File: config.mk
export PLATFORM = sky130hd
export DESIGN_NAME = digitmem_reader
export DESIGN_NICKNAME = d
export VERILOG_FILES = /design/src/rtl/digitmem_reader.sv
export SDC_FILE = /design/constraint.sdc
export NUM_CORES = 1
export LEC_CHECK = 0
export ABC_AREA = 1
export CAP_MARGIN = 20
export CORE_ASPECT_RATIO = 1.4
export CORE_MARGIN = 2
export CORE_UTILIZATION = 53
export CTS_CLUSTER_DIAMETER = 100
export DETAILED_ROUTE_END_ITERATION = 7
export GPL_TIMING_DRIVEN = 0
export MAX_ROUTING_LAYER = met4
export PLACE_DENSITY = 0.83
export SYNTH_ARGS = -nofsm -noshare
export SYNTH_HDL_FRONTEND = slang
export SYNTH_HIERARCHICAL = 1
export SYNTH_SLANG_ARGS = --single-unit
export TNS_END_PERCENT = 100
File: constraint.sdc
create_clock -name clk -period 2 [get_ports clk]
set_clock_uncertainty 0.2 [all_clocks]
set_input_delay 0.3 -clock clk [delete_from_list [all_inputs] [get_ports clk]]
set_output_delay 0.3 -clock clk [all_outputs]
set_load 0.05 [all_outputs]
File: src/rtl/digitmem_reader.sv
`default_nettype none
// ============================================================================
// Module   : digitmem_reader (+ hex2seven_seg)
// Brief    : Sequential read-out of an 8x8-bit digit memory onto two 7-seg digits
// Revision : 1.0 - initial release
// ============================================================================

// Hex to seven-segment decoder, active-high segments ordered {g,f,e,d,c,b,a}.
module hex2seven_seg (
  input  logic [3:0] hex,
  output logic [6:0] seg
);
  always_comb begin
    seg = 7'h00;
    case (hex)
      4'h0: seg = 7'h3F;
      4'h1: seg = 7'h06;
      4'h2: seg = 7'h5B;
      4'h3: seg = 7'h4F;
      4'h4: seg = 7'h66;
      4'h5: seg = 7'h6D;
      4'h6: seg = 7'h7D;
      4'h7: seg = 7'h07;
      4'h8: seg = 7'h7F;
      4'h9: seg = 7'h6F;
      4'hA: seg = 7'h77;
      4'hB: seg = 7'h7C;
      4'hC: seg = 7'h39;
      4'hD: seg = 7'h5E;
      4'hE: seg = 7'h79;
      default: seg = 7'h71;
    endcase
  end
endmodule

module digitmem_reader #(
  parameter int DWELL = 50_000_000,
  parameter int LOOP  = 1
) (
  input  logic       clk,
  input  logic       reset,
  input  logic       start,
  input  logic       stop,
  input  logic       step,
  output logic       rd_en,
  output logic [2:0] rd_addr,
  input  logic [7:0] rd_data,
  output logic [2:0] shown_addr,
  output logic [7:0] shown_value,
  output logic [7:0] indicate_led,
  output logic [6:0] digit_number1,
  output logic [6:0] digit_number2,
  output logic       busy,
  output logic       done
);

  localparam int CW = $clog2(DWELL + 1);
  localparam logic [CW-1:0] C_DWELL_LOAD = CW'(DWELL - 1);

  typedef enum logic [1:0] {
    IDLE = 2'd0,
    REQ  = 2'd1,
    WAIT = 2'd2,
    SHOW = 2'd3
  } state_t;

  state_t        state_q, state_d;
  logic [2:0]    cursor_q, cursor_d;
  logic          run_q, run_d;
  logic [CW-1:0] cnt_q, cnt_d;
  logic [2:0]    shown_addr_q, shown_addr_d;
  logic [7:0]    shown_value_q, shown_value_d;
  logic          done_q, done_d;

  always_ff @(posedge clk) begin
    if (reset) begin
      state_q       <= IDLE;
      cursor_q      <= 3'd0;
      run_q         <= 1'b0;
      cnt_q         <= '0;
      shown_addr_q  <= 3'd0;
      shown_value_q <= 8'h00;
      done_q        <= 1'b0;
    end else begin
      state_q       <= state_d;
      cursor_q      <= cursor_d;
      run_q         <= run_d;
      cnt_q         <= cnt_d;
      shown_addr_q  <= shown_addr_d;
      shown_value_q <= shown_value_d;
      done_q        <= done_d;
    end
  end

  always_comb begin
    state_d       = state_q;
    cursor_d      = cursor_q;
    run_d         = run_q;
    cnt_d         = cnt_q;
    shown_addr_d  = shown_addr_q;
    shown_value_d = shown_value_q;
    done_d        = 1'b0;
    // stop wins everywhere; in WAIT this also drops the pending capture
    if (stop) begin
      state_d = IDLE;
      run_d   = 1'b0;
    end else begin
      case (state_q)
        IDLE: begin
          if (start) begin
            cursor_d = 3'd0;
            run_d    = 1'b1;
            state_d  = REQ;
          end else if (step) begin
            run_d   = 1'b0;
            state_d = REQ;
          end
        end
        REQ: state_d = WAIT;
        WAIT: begin
          shown_value_d = rd_data;
          shown_addr_d  = cursor_q;
          cursor_d      = cursor_q + 3'd1;
          if (run_q) begin
            cnt_d   = C_DWELL_LOAD;
            state_d = SHOW;
          end else begin
            state_d = IDLE;
          end
        end
        SHOW: begin
          if (cnt_q == '0) begin
            if (LOOP == 0 && shown_addr_q == 3'd7) begin
              done_d  = 1'b1;
              run_d   = 1'b0;
              state_d = IDLE;
            end else begin
              state_d = REQ;
            end
          end else begin
            cnt_d = cnt_q - CW'(1);
          end
        end
        default: state_d = IDLE;
      endcase
    end
  end

  assign rd_en        = (state_q == REQ);
  assign rd_addr      = cursor_q;
  assign busy         = (state_q != IDLE);
  assign done         = done_q;
  assign shown_addr   = shown_addr_q;
  assign shown_value  = shown_value_q;
  assign indicate_led = 8'b0000_0001 << shown_addr_q;

  hex2seven_seg u_seg_lo (.hex(shown_value_q[3:0]), .seg(digit_number1));
  hex2seven_seg u_seg_hi (.hex(shown_value_q[7:4]), .seg(digit_number2));

endmodule
`default_nettype wire

# Word-level counts from Yosys, hierarchy flattened
# Memories as Yosys holds them, arrays and structs flattened. A register that Yosys moved wholly into a read port is not among the register bits.
# Index checks and enable logic that the tools add are counted.
# totals
regBits,43
latchBits,0
mem_bits_rw,0
rom_bits,224
input_bits,13
out_inout_bits,39
n_memories,2
# classes
addsub,2
multipliers,0
div_mod_pow,0
magnitude_cmp,0
eq_ne,8
shift,1
muxes,16
bitwise_logic,1
reduce_logical,12
# memory_table
memory,depth,width,read_ports,rd_clocked_by_memory_dff,write_ports,line,text
(name not given),16,7,1,1,0,15,case (hex)
(name not given),16,7,1,1,0,15,
# op_table
cell,count
26-bit 2-to-1 mux,2
26-bit one-hot mux with 2 select lines,1
26-bit zero test,1
"26-bit by 1-bit subtractor with 26-bit output, second input constant",1
4-bit 2-to-1 mux,4
2-bit 2-to-1 mux,4
"2-bit != test, second input constant",4
2-bit one-hot mux with 4 select lines,1
2-bit nonzero test,4
"1-bit by 3-bit << shifter with 8-bit output, first input constant",1
3-bit one-hot mux with 2 select lines,1
2-bit AND reduction,3
"2-bit == test, second input constant",2
4-bit AND reduction,1
"3-bit by 1-bit adder with 3-bit output, second input constant",1
3-bit 2-to-1 mux,1
"3-bit != test, second input constant",1
3-bit AND reduction,1
"2-bit by 1-bit == test with 1-bit output, second input constant",1
2-bit zero test,1
1-bit 2-to-1 mux,2
2-bit OR reduction,1
1-bit inverter,1

# Depth between registers and ports, before layout
# logic_depth
ltp_word,4
ltp_mapped,12

# By module
# The synthesis kept the hierarchy.
# by_module_without_submodules
module,n_inst,cells_per_inst,area_per_inst_um2
digitmem_reader,1,402,2572.5
hex2seven_seg,2,52,270.3

# Worst setup path before layout
# Ideal clock, no wire load.
# synth_timing
kind,reg2out
start,register shown_addr_q[0] (netlist: shown_addr[0])
end,output indicate_led[7]
arrival_ns,1.990
setup_slack_ns,-0.490
stages_incl_launch_ff,3
path_buffers,0
cell_sequence,dfxtp_1 -> inv_1 -> nor3_1
# synth_between
elab_chain_len,1
# synth_rtl
element,line,text
start: declaration,71,"logic [2:0] shown_addr_q, shown_addr_d;"
start signal: assignment,89,shown_addr_q <= shown_addr_d;
1-bit by 3-bit << shifter with 8-bit output,155,assign indicate_led = 8'b0000_0001 << shown_addr_q;
end: declaration,50,"output logic [7:0] indicate_led,"
# No other way between the ends.

==> run_results.csv <==
group,metric,value,unit
die,die_area,0.00651,sq mm
power_and_ir_drop,powerDensity,439,mW/mm^2
detailed_routing,routedWlPerCell,12.5,microns
timing,hold_violations,0,
worst_setup_path,cp-end-kind,"output pin",
placed_design,port_buffers,50,
clock_tree,cts_hold_buf,0,
detailed_routing,met2_length,4250,microns
placed_design,place_hpwl,6170,microns
detailed_routing,met3WireLength,507,microns
worst_setup_path,crit_fanout,6,
yosys,ys_ff_latch,43,
cells_and_area,final_area,0.00395,sq mm
yosys,yosys_warnings,6,
detailed_routing,drt.antenna.violating_nets,0,
clock_tree,clk_pin_slew,80,ps
yosys,yosysSeqAreaShare,27.7,%
placed_design,place_congestion,0.994,
global_routing,grt_pass1_vias,3148,
yosys,yosysTopAreaCellShare,27.7,%
yosys,synth_nets,539,
timing,fin_setup_tns,0,ps
yosys,synth_ff_type,"dfxtp_1",
job,drv_cap,0,
timing,period_share,96.7,%
placed_design,placed_area,0.00377,sq mm
cells_and_area,final_cell_mix,"140 x nand2_1, 72 x nor2_1, 60 x nand3_1, 41 x inv_1",
yosys,syn_area,0.00311,sq mm
yosys,yosysTopAreaCell,"dfxtp_1",
clock_tree,clock_latency,300,ps
detailed_routing,drc,0,
detailed_routing,first_iter_violations,136,
detailed_routing,drt-pass1-iter-count,4,
detailed_routing,dr_total_vias,3418,
timing,max-slew-margin-rel,65.6,%
die,ioPinCount,52,
worst_setup_path,path_cells,"inv_2 > ha_4 > nand2_2 > o21ai_1 > nand2_1 > nand2_2 > buf_8",
status,status,"complete, no violations",
cells_and_area,syn2layout_area_growth,26.9,%
timing,setup_viol,0,
timing,maxSlewViolCount,0,
worst_setup_path,start_kind,"flop",
global_routing,grt_max_degree,13,
worst_setup_path,cpMostUsedCell,"nand2_2",
cells_and_area,diodes,0,
clock_tree,htree_num_levels,2,
die,dieHeight,94.7,microns
detailed_routing,met1_length,3070,microns
worst_setup_path,cp_top_family,"flip-flops",
global_routing,grt_antenna_before_repair,0,
yosys,syn_area_per_cell,6.15,sq um
timing,post-route-min-period,1930,ps
clock_tree,root_buffer,"clkbuf_8",
worst_setup_path,cp_data_arrival_time,1430,ps
cells_and_area,final_nets,607,
global_routing,track_usage,26.3,%
min_path,worstHoldPathType,"flop to flop",
die,rows,33,
clock_tree,cts_tree,"built",
yosys,netlist-cell-type-count,31,
clock_tree,max-clock-path-buffers,2,
detailed_routing,viasPerCell,5.30,
timing,rsz0062_at_grt,"true",
yosys,netlist_top_cells_area,"dfxtp_1 28%, nand2_1 17%, nand3_1 9.6%",
die,coreArea,0.00578,sq mm
clock_tree,cts_made_buffers,5,
worst_setup_path,cp_data_required_time,1500,ps
placed_design,place_ws,-359,ps
yosys,ys_async_sr_fraction,0,%
global_routing,overflow,0,
cells_and_area,layout-drive-gt1-share,18.4,%
detailed_routing,wl,8060,microns
clock_tree,cts_sinks,43,
detailed_routing,topRoutingLayerUsed,"met4",
yosys,synthCells,506,
worst_setup_path,critPathMaxStageDelay,380,ps
cells_and_area,mostFrequentLayoutCell,"nand2_1",
worst_setup_path,cpMaxStageDelayCell,"dfxtp_4",
timing,fmax,517,MHz
worst_setup_path,crit_type,"flop to output pin",
timing,worst_pin_slew,516,ps
timing,setup_slack,65.8,ps
die,start_util,53.9,%
power_and_ir_drop,leakagePower,0.00192,uW
worst_setup_path,critPathBufInv,2,
yosys,synth_edf_count,0,
die,fp.dieW,68.8,microns
power_and_ir_drop,ir_worst_vdd,0.348,mV
global_routing,grt_pass1_wl,12900,microns
## synth_stat cells, types with 2 or more instances
cell type / count
nor3_1: 9
dfxtp_1: 43
clkbuf_1: 7
nand3_1: 60
ha_1: 20
xnor2_1: 2
inv_1: 46
nor2_1: 72
a21oi_1: 33
o21ai_0: 21
nand2_1: 142
xor2_1: 4
buf_4: 3
buf_6: 4
or2_2: 9
nand4_1: 7
nor2_2: 3
inv_2: 4
nand2_2: 5
## power breakdown
part           switching, uW  total (uW)  leakage, uW  internal, uW
Sequential              13.3         874     0.000353           861
Clock                    295         541    0.0000422           245
Combinational            211         321      0.00153           110
## cells by family (layout without fill, tap and decap cells)
family          count (synthesis)  in the layout  share of synthesized area (%)
simple gates                  313            313                           43.8
buf+inv                        66            135                           9.32
flops                          43             43                           27.7
xor+xnor                        6              6                           1.69
other cells                     1              1                          0.120
compound gates                 57             57                           9.41
fa+ha+maj                      20             20                           8.04
## sequential cells by signal, indices dropped and copies added (netlist names)
name and count:
rd_addr 3, shown_value 8, run_q 1, cnt_q 26, shown_addr 3, state_q 2
## per-stage QoR
stage / util (%) / instances / hold WS (ps) / power (uW)
2_1_floorplan: - / 506 / 256 / 1120
3_3_place_gp: 65.2 / 626 / 279 / 1210
3_5_place_dp: 65.2 / 626 / 290 / 1220
4_1_cts: 66.4 / 636 / 304 / 1730
5_1_grt: 68.3 / 645 / 313 / 1810
6_report: 68.3 / 645 / 296 / 1740
## final timing paths
path | start | end | slack [ps] | cells after the start
min | cnt_q[1] | cnt_q[1] | 300 | 2
max reg2reg | cnt_q[0] | cnt_q[3] | 120 | 12
min reg2reg | cnt_q[1] | cnt_q[1] | 300 | 2
max | shown_value[1] | digit_number1[3] | 70 | 7
## routing by layer
metal / global-route usage (%) / vias up
met5: - / -
met4: 11.8 / 0
met3: 4.17 / 24
met2: 49.0 / 109
met1: 25.6 / 1528
li1: - / 1757
## tightest hold or removal path: cells and delay by family, from the launching register on
family           cells  cell delay, ps
and+or+nand+nor      2             120
DFF                  1             340
## what timing repair did
action | in CTS | in global routing
resized for setup | 130 | 41
buffers inserted | 2 | 9
endpoints found under the setup margin | 57 | 38
cloned | 0 | 0
pin swaps | 1 | 4
## cell type report
| cell class | count | area, sq um |
|---|---|---|
| well taps | 70 | 87.6 |
| inverters | 50 | 195 |
| clock buffers | 7 | 76.3 |
| flip-flops and latches | 43 | 883 |
| clock inverters | 1 | 5.00 |
| plain buffers | 16 | 106 |
| repair buffers | 61 | 519 |
| multi-input cells | 397 | 2080 |
| fillers | 532 | 1830 |
Note: power is estimated with default switching activity, not from simulation.
